`src/rtl/i2s_tx_unpacker.sv`:
```
// I2S TX sample unpacker.
// Splits 32-bit bus words carrying packed PCM (4x8, 2x16, 1x24 or 1x32 bits)
// into one left-justified 32-bit sample per output beat for the TX FIFO.
// Width and sub-word order are captured with each word, so software may
// reprogram them while a word is still draining.
module i2s_tx_unpacker (
  input  logic        clk_i,
  input  logic        rst_n_i,
  input  logic        en_i,
  input  logic        flush_i,
  input  logic [1:0]  dtl_i,
  input  logic        ord_i,
  input  logic        in_valid_i,
  output logic        in_ready_o,
  input  logic [31:0] in_data_i,
  output logic        out_valid_o,
  input  logic        out_ready_i,
  output logic [31:0] out_data_o,
  output logic [1:0]  out_idx_o,
  output logic        busy_o
);

  typedef enum logic [1:0] {
    W8  = 2'b00,
    W16 = 2'b01,
    W24 = 2'b10,
    W32 = 2'b11
  } width_e;

  typedef enum logic {
    EMPTY = 1'b0,
    HOLD  = 1'b1
  } state_e;

  state_e      state_q;
  logic [31:0] word_q;
  width_e      width_q;
  logic        ord_q;
  logic [1:0]  k_q;
  logic [31:0] data_q;

  logic fire;
  logic last;
  logic accept;

  // Index of the final sub-word in a word of the given width (N-1).
  function automatic logic [1:0] last_idx(input width_e w);
    case (w)
      W8:      last_idx = 2'd3;
      W16:     last_idx = 2'd1;
      default: last_idx = 2'd0;
    endcase
  endfunction

  // Left-justified sample for logical sub-word k of word w.
  function automatic logic [31:0] pick(input logic [31:0] w, input width_e wd,
                                       input logic ord, input logic [1:0] k);
    logic [1:0] p;
    // NOTE: every variable gets a value before any branch, so no path can
    // leave it holding a stale value (which would otherwise infer a latch).
    pick = '0;
    p    = ord ? (last_idx(wd) - k) : k;
    case (wd)
      W8:  pick = {w[{p, 3'b000} +: 8], 24'h0};
      W16: pick = {w[{p[0], 4'b0000} +: 16], 16'h0};
      W24: pick = {w[23:0], 8'h0};
      W32: pick = w;
    endcase
  endfunction

  // Handshake terms; flush blocks acceptance so it always wins.
  assign fire       = out_valid_o && out_ready_i;
  assign last       = (k_q == last_idx(width_q));
  assign in_ready_o = en_i && !flush_i && ((state_q == EMPTY) || (fire && last));
  assign accept     = in_valid_i && in_ready_o;

  // Word hold / sub-word sequencing FSM with a registered sample output.
  always_ff @(posedge clk_i or negedge rst_n_i) begin
    if (!rst_n_i) begin
      state_q <= EMPTY;
      // NOTE: the held word and sample register are reset because the idle
      // output must read zero; they are plain flops, not a memory array.
      word_q  <= '0;
      width_q <= W8;
      ord_q   <= 1'b0;
      k_q     <= '0;
      data_q  <= '0;
    end else if (flush_i) begin
      // NOTE: non-blocking assignments throughout, so every flop samples
      // pre-edge values regardless of statement order.
      state_q <= EMPTY;
      word_q  <= '0;
      k_q     <= '0;
      data_q  <= '0;
    end else if (accept) begin
      state_q <= HOLD;
      word_q  <= in_data_i;
      width_q <= width_e'(dtl_i);
      ord_q   <= ord_i;
      k_q     <= '0;
      data_q  <= pick(in_data_i, width_e'(dtl_i), ord_i, 2'd0);
    end else if (fire) begin
      if (last) begin
        state_q <= EMPTY;
        k_q     <= '0;
        data_q  <= '0;
      end else begin
        k_q     <= k_q + 2'd1;
        data_q  <= pick(word_q, width_q, ord_q, k_q + 2'd1);
      end
    end
  end

  assign out_valid_o = (state_q == HOLD);
  assign busy_o      = (state_q == HOLD);
  assign out_data_o  = data_q;
  assign out_idx_o   = k_q;

endmodule

```
`config.mk`:
```
export PLATFORM = sky130hd
export DESIGN_NAME = i2s_tx_unpacker
export DESIGN_NICKNAME = d
export VERILOG_FILES = /design/src/rtl/i2s_tx_unpacker.sv
export SDC_FILE = /design/constraint.sdc
export NUM_CORES = 1
export LEC_CHECK = 0
export CORE_ASPECT_RATIO = 0.8
export CORE_UTILIZATION = 54
export DETAILED_ROUTE_END_ITERATION = 8
export HOLD_SLACK_MARGIN = 0.06
export PLACE_DENSITY = 0.84
export SLEW_MARGIN = 0
export SYNTH_ARGS = -nofsm -noshare
export SYNTH_HDL_FRONTEND = slang
export SYNTH_SLANG_ARGS = --single-unit
```
`constraint.sdc`:
```
create_clock -name clk_i -period 3.15 [get_ports clk_i]
set_clock_uncertainty 0.15 [all_clocks]
set_input_delay 0.315 -clock clk_i [delete_from_list [all_inputs] [get_ports clk_i]]
set_output_delay 0.315 -clock clk_i [all_outputs]
set_load 0.05 [all_outputs]
```
=== Word-level counts from Yosys, hierarchy flattened ===
Cells that the tools add are included.

* Add/sub/neg operators: 2
* Equality and inequality tests: 7
* Shift operators: 4
* Muxes and demuxes: 26
* Bitwise logic cells: 2
* Reduce and logical (&&, ||, !) cells: 14

{| class="wikitable"
|+ Operators with widths
! kind !! number
|-
| $pmux 32 s4 || 2
|-
| $mux 32 || 6
|-
| $shiftx 32x6->16 || 2
|-
| $shiftx 32x6->8 || 2
|-
| $mux 2 || 12
|-
| $eq 2x2->1 const B || 4
|-
| $pmux 2 s2 || 2
|-
| $reduce_bool 3->1 || 2
|-
| $logic_and 1x1->1 || 5
|-
| $eq 2x1->1 const B || 2
|-
| $logic_not 2->1 || 2
|-
| $mux 1 || 4
|-
| $reduce_and 2->1 || 2
|-
| $add 2x1->2 const B || 1
|-
| $eq 2x2->1 || 1
|-
| $not 1->1 || 2
|-
| $reduce_bool 2->1 || 1
|-
| $sub 2x2->2 || 1
|-
| $logic_not 1->1 || 1
|-
| $logic_or 1x1->1 || 1
|}

* Flip-flop bits (word level): 70
* Input port bits: 41

=== Logic depth before layout (Yosys ltp) ===
Gate-level depths: netlist of the first run.

* Depth after elaboration: 17
* Gate-level depth with buffers: 10

=== Least setup slack after synthesis of the first run ===
No wires, ideal clock.

* Path kind: reg2out
* From: register k_q[0], in the netlist out_idx_o[0]
* To: output port in_ready_o
* Data arrival time: 2.707 ns
* Data required time: 2.685 ns
* Setup slack: -0.022 ns
* Stages on the path, launching flop included: 7
* Path buffers: 1
* Cells stage by stage: dfrtp_1 clkbuf_1 inv_1 ha_1 inv_1 a41oi_2 nor3b_1

* Longest elaborated chain between the ends: 4

{| class="wikitable"
|+ RTL lines
! item !! RTL line !! text
|-
| start: declaration || 39 || <nowiki>logic [1:0] k_q;</nowiki>
|-
| start signal: assignment || 108 || <nowiki>k_q <= k_q + 2'd1;</nowiki>
|-
| $eq 2x2->1 || 73 || <nowiki>assign last = (k_q == last_idx(width_q));</nowiki>
|-
| $logic_and 1x1->1 || 74 || <nowiki>assign in_ready_o = en_i && !flush_i && ((state_q == EMPTY) || (fire && last));</nowiki>
|-
| $logic_or 1x1->1 || 74 ||
|-
| $logic_and 1x1->1 || 74 ||
|-
| end: declaration || 14 || <nowiki>output logic in_ready_o,</nowiki>
|}

No other way between the ends.

=== Worst setup path after layout of the first run ===
* From: register k_q[0], in the netlist out_idx_o[0]
* To: register data_q[29], in the netlist out_data_o[29]

* Longest elaborated chain between the ends: 9
* Elaborated cells between the ends (all ways): 16

{| class="wikitable"
|+ RTL lines
! item !! RTL line !! text
|-
| $add 2x1->2 || 109 || <nowiki>data_q <= pick(word_q, width_q, ord_q, k_q + 2'd1);</nowiki>
|-
| $sub 2x2->2 || 62 || <nowiki>p = ord ? (last_idx(wd) - k) : k;</nowiki>
|-
| $mux 2 || 62 ||
|-
| $shiftx 32x6->16 / $shiftx 32x6->8 (equally long branches) || 65, 64 ||
|-
| $pmux 32 s4 || 63 || <nowiki>case (wd)</nowiki>
|-
| $mux 32 || 103 || <nowiki>if (last) begin</nowiki>
|-
| $mux 32 || 102 || <nowiki>end else if (fire) begin</nowiki>
|-
| $mux 32 || 95 || <nowiki>end else if (accept) begin</nowiki>
|-
| $mux 32 || 88 || <nowiki>end else if (flush_i) begin</nowiki>
|-
| end signal: assignment || 101 || <nowiki>data_q <= pick(in_data_i, width_e'(dtl_i), ord_i, 2'd0);</nowiki>
|-
| end signal: assignment || 109 ||
|-
| end: declaration || 40 || <nowiki>logic [31:0] data_q;</nowiki>
|}

Parallel ways exist; a longest one is shown, timed or not. The select of a mux whose other input is x is not followed.
A chain may end at the register's enable or synchronous reset.

==> impl_metrics.prom, run 1 <==
# TYPE chip_impl_metric gauge
chip_impl_metric{name="hold-worst-slack",unit="ns"} 0.339
chip_impl_metric{name="worstHoldPathCells",unit=""} 2
chip_impl_metric{name="synth-adder-area-share",unit=""} 0.00282
chip_impl_metric{name="route.antenna.remaining_nets",unit=""} 0
chip_impl_metric{name="setup_violations",unit=""} 0
chip_impl_info{name="critPathLaunch",value="out_idx_o[0]$_DFFE_PN0P_"} 1
chip_impl_metric{name="slew_violations",unit=""} 0
chip_impl_metric{name="worst-endpoint-arrival",unit="ns"} 2.94
chip_impl_metric{name="die_height",unit="um"} 83.0
chip_impl_metric{name="vias_in_the_first_global_route",unit=""} 4526
chip_impl_metric{name="hpwl",unit="um"} 9880
chip_impl_metric{name="synth_fp_nets",unit=""} 563
chip_impl_info{name="worstHoldEndpoint",value="out_data_o[11]$_DFFE_PN0P_"} 1
chip_impl_metric{name="postSynth.asyncResetShare",unit=""} 1.00
chip_impl_metric{name="post-route-min-period",unit="ns"} 2.83
chip_impl_metric{name="core_ar",unit="um2"} 7950
chip_impl_metric{name="maximum_number_of_pins_on_one_net_before_global_route_repair",unit=""} 76
chip_impl_metric{name="postCtsSetupRepairBufs",unit=""} 0
chip_impl_metric{name="transition_time_at_the_pin_with_the_least_slew_margin",unit="ns"} 1.10
chip_impl_metric{name="synth_cell_types",unit=""} 44
chip_impl_info{name="holdCritPathClass",value="register to register"} 1
chip_impl_metric{name="standard_cell_rows",unit=""} 29
chip_impl_metric{name="maxSlewHeadroom",unit=""} 0.263
chip_impl_metric{name="layout.nets",unit=""} 626
chip_impl_info{name="ys_dominant_reg_cell",value="sky130_fd_sc_hd__dfrtp_1"} 1
chip_impl_metric{name="synth_area",unit="um2"} 4430
chip_impl_metric{name="wirelength",unit="um"} 14600
chip_impl_metric{name="track_usage",unit=""} 0.354
chip_impl_metric{name="synth-edff-count",unit=""} 0
chip_impl_metric{name="chipWidth",unit="um"} 103
chip_impl_metric{name="clock_latency",unit="ns"} 0.35
chip_impl_metric{name="synth_simple_gate_area_frac",unit=""} 0.229
chip_impl_metric{name="synth.mux.area_fraction",unit=""} 0.115
chip_impl_metric{name="wire_length_of_the_first_global_routing_pass",unit="um"} 23000
chip_impl_metric{name="initial_core_util",unit=""} 0.558
chip_impl_metric{name="period_share",unit=""} 0.899
chip_impl_metric{name="antenna_found_initial",unit=""} 0
chip_impl_metric{name="intPower",unit="mW"} 1.61
chip_impl_metric{name="area_of_the_die",unit="um2"} 8580
chip_impl_metric{name="antenna_cells_inserted",unit=""} 0
chip_impl_metric{name="sw_frac_of_total",unit=""} 0.361
chip_impl_info{name="worst-setup-path-type",value="register to register"} 1
chip_impl_metric{name="power.density_cell_area",unit="nW/um2"} 456
chip_impl_info{name="min-delay-start",value="out_data_o[11]$_DFFE_PN0P_"} 1
chip_impl_metric{name="rr_worst_depth",unit=""} 7
chip_impl_info{name="cp-start-kind",value="register"} 1
chip_impl_metric{name="detailed_place.area",unit="um2"} 5320
chip_impl_metric{name="syn_to_final_growth",unit="%"} 24.7
chip_impl_metric{name="drt_drc_violations_left",unit=""} 0
chip_impl_metric{name="report.final.hold_viol_count",unit=""} 0
chip_impl_metric{name="ioPinCount",unit=""} 78
chip_impl_metric{name="p_comb_frac",unit=""} 0.303
chip_impl_metric{name="fin_setup_tns",unit="ns"} 0
chip_impl_metric{name="place_congestion",unit=""} 0.905
chip_impl_metric{name="area.sequential",unit="um2"} 1750
chip_impl_metric{name="maxClockFrequency",unit="GHz"} 0.353
chip_impl_metric{name="drt-pass1-iter-count",unit=""} 5
chip_impl_metric{name="routed-via-count",unit=""} 4623
chip_impl_info{name="critical_path.reg2reg.endpoint",value="out_data_o[29]$_DFFE_PN0P_"} 1
chip_impl_metric{name="max_cap_viol_count",unit=""} 0
chip_impl_metric{name="cts_resized",unit=""} 0
chip_impl_metric{name="drt-initial-drc-count",unit=""} 511
chip_impl_metric{name="final_cell_area",unit="um2"} 5530
chip_impl_metric{name="cts.htree.levels",unit=""} 3
chip_impl_info{name="worst_r2r_startpoint",value="out_idx_o[0]$_DFFE_PN0P_"} 1
chip_impl_metric{name="syn_inst",unit=""} 521
chip_impl_metric{name="multiInputGateArea",unit="um2"} 2490
chip_impl_metric{name="r2r_slack",unit="ns"} 0.32
chip_impl_metric{name="io_buffer_count",unit=""} 77
chip_impl_info{name="run_status",value="complete, no violations"} 1
chip_impl_metric{name="max-clock-path-buffers",unit=""} 2
chip_impl_info{name="clock-root-buffer",value="sky130_fd_sc_hd__clkbuf_8"} 1
chip_impl_metric{name="numCtsBuffers",unit=""} 9
chip_impl_metric{name="cts.sinks",unit=""} 70
chip_impl_info{name="grt_setup_unrepaired",value="false"} 1
chip_impl_info{name="cts_tree",value="yes"} 1
chip_impl_metric{name="postSynthAreaPerCell",unit="um2"} 8.51
chip_impl_metric{name="p_clk_frac",unit=""} 0.302
chip_impl_metric{name="yosysSeqAreaShare",unit=""} 0.395
chip_impl_info{name="synth_top_family_by_area",value="simple AND/OR/NAND/NOR gates"} 1
chip_impl_metric{name="grt_remaining_overflow",unit=""} 0
chip_impl_metric{name="final_critical_path_setup_slack",unit="ns"} 0.319
chip_impl_metric{name="post_drt_wl_per_cell",unit="um"} 20.9
chip_impl_metric{name="layout-drive-gt1-share",unit=""} 0.0951
chip_impl_metric{name="power",unit="mW"} 2.52
chip_impl_metric{name="yosys.area_share.xor_xnor",unit=""} 0.00395
chip_impl_metric{name="critical_path_peak_fanout",unit=""} 9
chip_impl_metric{name="dp_slack",unit="ns"} 0.473
chip_impl_metric{name="fillers",unit=""} 605
chip_impl_metric{name="number_of_register_bits_inferred_by_synthesis",unit=""} 70
chip_impl_metric{name="crit_required",unit="ns"} 3.26
chip_impl_metric{name="share_seq_of_total_power",unit=""} 0.395
chip_impl_metric{name="avgViaCountPerCell",unit=""} 6.63
chip_impl_metric{name="max-vdd-ir-drop",unit="mV"} 0.244
chip_impl_metric{name="synth_compound_area_frac",unit=""} 0.205
chip_impl_metric{name="power.static_leakage",unit="nW"} 2.26
chip_impl_metric{name="cts.hold.buffers_added",unit=""} 1
chip_impl_metric{name="switching_power",unit="mW"} 0.911
chip_impl_metric{name="clock_pin_slew_on_the_worst_setup_and_hold_paths",unit="ns"} 0.08
chip_impl_info{name="endpoint_kind",value="register"} 1
chip_impl_metric{name="synth_warnings",unit=""} 0
==> flip-flops by register name (all words and copies together) (netlist names) <==
signal,flops
ord_q,1
out_idx_o,2
width_q,2
word_q,32
out_data_o,32
busy_o,1
==> per-stage QoR <==
stage                      util  std cells
final                     0.696        697
after global routing      0.696        697
after CTS                 0.696        697
after detailed placement  0.669        680
after global placement    0.669        680
after floorplan               -        521
==> Yosys cell counts, drive strengths merged (2+ instances only) <==
library cell | count | area [um2]
a21o | 6 | 45.0
a21oi | 26 | 130
a221o | 16 | 160
a22o | 6 | 52.6
a22oi | 9 | 67.6
and3 | 8 | 50.1
buf | 16 | 96.3
clkbuf | 26 | 98.8
dfrtp | 70 | 1750
inv | 5 | 18.8
mux2 | 14 | 158
mux2i | 35 | 350
nand2 | 83 | 312
nand2b | 21 | 131
nand3 | 13 | 65.1
nand3b | 2 | 15.0
nand4 | 10 | 62.6
nor2 | 44 | 170
nor2b | 2 | 12.5
nor3 | 10 | 50.1
nor3b | 12 | 90.1
o211ai | 9 | 67.6
o21ai | 50 | 250
o22ai | 8 | 50.1
o311ai | 3 | 26.3
or3 | 6 | 47.5
==> how the worst max path moves through the flow <==
stage               cells after the start  slack (ns)                    endpoint
detailed placement                      7        0.47   out_data_o[3]$_DFFE_PN0P_
floorplan                               6        0.47                  in_ready_o
global placement                        7        0.54    out_idx_o[1]$_DFFE_PN0P_
global route                            7        0.25   out_data_o[6]$_DFFE_PN0P_
CTS                                     7        0.44   out_data_o[6]$_DFFE_PN0P_
finish                                  7        0.32  out_data_o[29]$_DFFE_PN0P_
==> final cells by class <==
class	count	area share
Sequential cell	70	0.317
Clock buffer	11	0.0256
Inverter	6	0.00407
Tap cell	108	0.0244
Timing Repair Buffer	94	0.168
Clock inverter	5	0.0106
Multi-Input combinational cell	403	0.450
==> worst max-delay path, cell delays in order (launching register included) <==
cell	delay (ns)
sky130_fd_sc_hd__dfrtp_1	0.49
sky130_fd_sc_hd__inv_1	0.13
sky130_fd_sc_hd__ha_1	0.16
sky130_fd_sc_hd__nor2b_1	0.05
sky130_fd_sc_hd__xnor2_1	0.85
sky130_fd_sc_hd__nand2b_1	0.52
sky130_fd_sc_hd__o21ai_0	0.17
sky130_fd_sc_hd__o211ai_1	0.21
==> power groups by stage <==
stage,registers [mW],clock network (mW),logic (mW)
final,0.996,0.761,0.763
after global routing,1.00,0.801,0.814
after CTS,0.993,0.763,0.746
after detailed placement,1.01,0,0.743
after global placement,1.01,0,0.719
after floorplan,1.05,0,0.432
==> per-layer routing <==
metal  vias to the layer above  share of wire  GRT usage
met1                      2211           0.39      0.473
met5                         -              0          0
met2                       352           0.46      0.538
met3                        62           0.11     0.0875
met4                         0          0.041      0.168
li1                       1998              -          -
==> cells in the final DEF, fill, tap and decap left out, types with 3 or more instances in the layout <==
cell,count
sky130_fd_sc_hd__o211ai_1,9
sky130_fd_sc_hd__a21oi_1,26
sky130_fd_sc_hd__o311ai_0,3
sky130_fd_sc_hd__a22oi_1,9
sky130_fd_sc_hd__clkbuf_8,10
sky130_fd_sc_hd__nand2_1,83
sky130_fd_sc_hd__dfrtp_1,70
sky130_fd_sc_hd__o22ai_1,8
sky130_fd_sc_hd__clkdlybuf4s50_1,75
sky130_fd_sc_hd__nand3_1,13
sky130_fd_sc_hd__a21o_1,6
sky130_fd_sc_hd__or3_1,4
sky130_fd_sc_hd__nor2_1,41
sky130_fd_sc_hd__nor3b_1,11
sky130_fd_sc_hd__inv_1,5
sky130_fd_sc_hd__a22o_1,6
sky130_fd_sc_hd__mux2i_1,34
sky130_fd_sc_hd__mux2_2,14
sky130_fd_sc_hd__o21ai_0,48
sky130_fd_sc_hd__and3_1,8
sky130_fd_sc_hd__nor2_2,3
sky130_fd_sc_hd__nor3_1,9
sky130_fd_sc_hd__nand4_1,10
sky130_fd_sc_hd__buf_12,3
sky130_fd_sc_hd__nand2b_1,21
sky130_fd_sc_hd__a221o_1,16
sky130_fd_sc_hd__buf_4,14
==> cells by family after synthesis <==
group,after synthesis
buffers and inverters,48
adders and majority gates,1
and+or+nand+nor,212
xor gates and xnor gates,2
muxes,49
DFF,70
AOI/OAI and AO/OA,139
Note: power is estimated with default switching activity, not from simulation.
==> inputs of run 2 (changes only) <==
--- a/config.mk
+++ b/config.mk
@@ -9,6 +9,7 @@
 export CORE_UTILIZATION = 54
 export DETAILED_ROUTE_END_ITERATION = 8
 export HOLD_SLACK_MARGIN = 0.06
+export MAX_ROUTING_LAYER = met4
 export PLACE_DENSITY = 0.84
 export SLEW_MARGIN = 0
 export SYNTH_ARGS = -nofsm -noshare
==> run 2 against run 1 <==
Net effect:
- the flow now finishes with violations (DRC)
- first-iteration DRC count is 12% lower
- maximum frequency is 4.2% higher
- power is 5.4% higher
- final area is 0.72% higher
- core utilization is 0.50 points higher
- register-to-register slack better by 0.11 ns
- hold slack better by 0.0014 ns
- sequential share of layout area is 0.23 points lower
- critical path type unchanged
- critical endpoint is now out_data_o[3]$_DFFE_PN0P_
- highest routed layer unchanged
==> impl_metrics.prom, run 2 (synthesized netlist as in run 1, its figures left out) <==
# TYPE chip_impl_metric gauge
chip_impl_metric{name="layout.nets",unit=""} 625
chip_impl_metric{name="antenna_cells_inserted",unit=""} 0
chip_impl_metric{name="transition_time_at_the_pin_with_the_least_slew_margin",unit="ns"} 0.811
chip_impl_metric{name="maxSlewHeadroom",unit=""} 0.458
chip_impl_metric{name="route.antenna.remaining_nets",unit=""} 0
chip_impl_metric{name="initial_core_util",unit=""} 0.558
chip_impl_metric{name="detailroute.wirelength.met3",unit="um"} 1390
chip_impl_metric{name="drt-initial-drc-count",unit=""} 448
chip_impl_metric{name="post-route-util",unit=""} 0.701
chip_impl_metric{name="hold-worst-slack",unit="ns"} 0.341
chip_impl_metric{name="hpwl",unit="um"} 9600
chip_impl_metric{name="max-clock-path-buffers",unit=""} 2
chip_impl_metric{name="post-route-min-period",unit="ns"} 2.72
chip_impl_metric{name="ioPinCount",unit=""} 78
chip_impl_metric{name="fin_setup_tns",unit="ns"} 0
chip_impl_metric{name="setup_violations",unit=""} 0
chip_impl_metric{name="report.final.hold_viol_count",unit=""} 0
chip_impl_info{name="grt_setup_unrepaired",value="false"} 1
chip_impl_metric{name="maximum_number_of_pins_on_one_net_before_global_route_repair",unit=""} 76
chip_impl_info{name="layout_commonest_cell",value="sky130_fd_sc_hd__nand2_1"} 1
chip_impl_metric{name="chipWidth",unit="um"} 103
chip_impl_metric{name="power.static_leakage",unit="nW"} 2.28
chip_impl_metric{name="met2_wirelength_from_detailed_routing",unit="um"} 6570
chip_impl_metric{name="period_share",unit=""} 0.863
chip_impl_metric{name="critical_path_peak_fanout",unit=""} 21
chip_impl_metric{name="p_comb_frac",unit=""} 0.284
chip_impl_metric{name="crit_required",unit="ns"} 3.28
chip_impl_metric{name="share_seq_of_total_power",unit=""} 0.374
chip_impl_metric{name="antenna_found_initial",unit=""} 0
chip_impl_info{name="run_status",value="complete, but fails checks"} 1
chip_impl_metric{name="clock_pin_slew_on_the_worst_setup_and_hold_paths",unit="ns"} 0.07
chip_impl_metric{name="grt_remaining_overflow",unit=""} 0
chip_impl_info{name="cp-start-kind",value="register"} 1
chip_impl_info{name="layout_common_cells",value="sky130_fd_sc_hd__nand2_1 (83), sky130_fd_sc_hd__clkdlybuf4s50_1 (75), sky130_fd_sc_hd__dfrtp_1 (70)"} 1
chip_impl_metric{name="maxClockFrequency",unit="GHz"} 0.368
chip_impl_info{name="holdCritPathClass",value="register to register"} 1
chip_impl_info{name="cts_tree",value="yes"} 1
chip_impl_metric{name="cts.htree.levels",unit=""} 3
chip_impl_metric{name="area_of_the_die",unit="um2"} 8580
chip_impl_metric{name="worst-endpoint-arrival",unit="ns"} 2.84
chip_impl_info{name="clock-root-buffer",value="sky130_fd_sc_hd__clkbuf_8"} 1
chip_impl_info{name="top_signal_layer_used",value="met4"} 1
chip_impl_metric{name="detailed_place.area",unit="um2"} 5310
chip_impl_metric{name="max_cap_viol_count",unit=""} 0
chip_impl_metric{name="wirelength",unit="um"} 13900
chip_impl_metric{name="power",unit="mW"} 2.66
chip_impl_metric{name="die_height",unit="um"} 83.0
chip_impl_metric{name="switching_power",unit="mW"} 0.884
chip_impl_metric{name="post_drt_wl_per_cell",unit="um"} 20.0
chip_impl_metric{name="wire_length_of_the_first_global_routing_pass",unit="um"} 22300
chip_impl_metric{name="sw_frac_of_total",unit=""} 0.333
chip_impl_metric{name="power.density_cell_area",unit="nW/um2"} 477
chip_impl_metric{name="numCtsBuffers",unit=""} 9
chip_impl_metric{name="standard_cell_rows",unit=""} 29
chip_impl_metric{name="intPower",unit="mW"} 1.77
chip_impl_info{name="endpoint_kind",value="register"} 1
chip_impl_metric{name="avgViaCountPerCell",unit=""} 6.42
chip_impl_metric{name="max-vdd-ir-drop",unit="mV"} 0.288
chip_impl_metric{name="final_cell_area",unit="um2"} 5570
chip_impl_metric{name="wl_met1",unit="um"} 5580
chip_impl_metric{name="routed-via-count",unit=""} 4469
chip_impl_metric{name="place_congestion",unit=""} 0.928
chip_impl_metric{name="cts_resized",unit=""} 0
chip_impl_metric{name="io_buffer_count",unit=""} 77
chip_impl_metric{name="layout-drive-gt1-share",unit=""} 0.0935
chip_impl_info{name="worst-setup-path-type",value="register to register"} 1
chip_impl_metric{name="p_clk_frac",unit=""} 0.342
chip_impl_metric{name="syn_to_final_growth",unit="%"} 25.6
chip_impl_metric{name="drt_drc_violations_left",unit=""} 2
chip_impl_metric{name="core_ar",unit="um2"} 7950
chip_impl_metric{name="drt-pass1-iter-count",unit=""} 8
chip_impl_metric{name="r2r_slack",unit="ns"} 0.43
chip_impl_metric{name="cts.sinks",unit=""} 70
chip_impl_info{name="violations",value="DRC"} 1
chip_impl_metric{name="cts.hold.buffers_added",unit=""} 1
chip_impl_metric{name="slew_violations",unit=""} 0
chip_impl_metric{name="track_usage",unit=""} 0.355
chip_impl_metric{name="vias_in_the_first_global_route",unit=""} 4299
chip_impl_metric{name="postCtsSetupRepairBufs",unit=""} 0
chip_impl_metric{name="clock_latency",unit="ns"} 0.35
==> run 2: changes by cell type in the layout (fill, tap and decap cells not counted) <==
| cell | change |
|---|---|
| sky130_fd_sc_hd__clkinvlp_4 | -1 |
| sky130_fd_sc_hd__bufinv_16 | +2 |
| sky130_fd_sc_hd__clkinv_2 | -1 |
| sky130_fd_sc_hd__buf_4 | -1 |
==> run 2: cell type report <==
class | count | area, um2
Multi-Input combinational cell | 403 | 2490
Fill cell | 604 | 2380
Sequential cell | 70 | 1750
Timing Repair Buffer | 93 | 923
Clock buffer | 11 | 141
Tap cell | 108 | 135
Clock inverter | 5 | 106
Inverter | 6 | 22.5
==> run 2: final timing paths <==
path	depth (start not counted)	to	startpoint
worst min-delay path	2	out_data_o[11]$_DFFE_PN0P_	out_data_o[11]$_DFFE_PN0P_
worst min register to register	2	out_data_o[11]$_DFFE_PN0P_	out_data_o[11]$_DFFE_PN0P_
worst max-delay path	7	out_data_o[3]$_DFFE_PN0P_	out_idx_o[0]$_DFFE_PN0P_
min in group asynchronous	2	width_q[1]$_DFFE_PN0P_	rst_n_i
worst max register to register	7	out_data_o[3]$_DFFE_PN0P_	out_idx_o[0]$_DFFE_PN0P_
max in group asynchronous	3	out_data_o[4]$_DFFE_PN0P_	rst_n_i
==> run 2: power by group through the flow <==
stage                     logic [mW]  registers (mW)  clock network (mW)
final                          0.754           0.995               0.909
after global routing           0.813            1.00               0.954
after CTS                      0.739           0.993               0.913
after detailed placement       0.735            1.01                   0
after global placement         0.720            1.01                   0
after floorplan                0.432            1.05                   0
==> run 2: critical path: stages, from the launching register on <==
cell	delay, ns
sky130_fd_sc_hd__dfrtp_1	0.52
sky130_fd_sc_hd__inv_1	0.11
sky130_fd_sc_hd__ha_1	0.38
sky130_fd_sc_hd__inv_1	0.13
sky130_fd_sc_hd__a41oi_2	0.19
sky130_fd_sc_hd__or3_4	0.55
sky130_fd_sc_hd__nor2_2	0.38
sky130_fd_sc_hd__a221o_1	0.23
==> run 2: metrics by stage <==
stage | worst slack (ns) | instances
global placement | 0.453 | 679
global route | 0.243 | 696
finish | 0.432 | 696
CTS | 0.463 | 696
floorplan | 0.466 | 521
detailed placement | 0.429 | 679
==> run 2: routing by layer <==
layer  vias up  track usage
li1       1998            -
met5         -            -
met4         0        0.124
met3        42       0.0715
met2       320        0.536
met1      2109        0.476
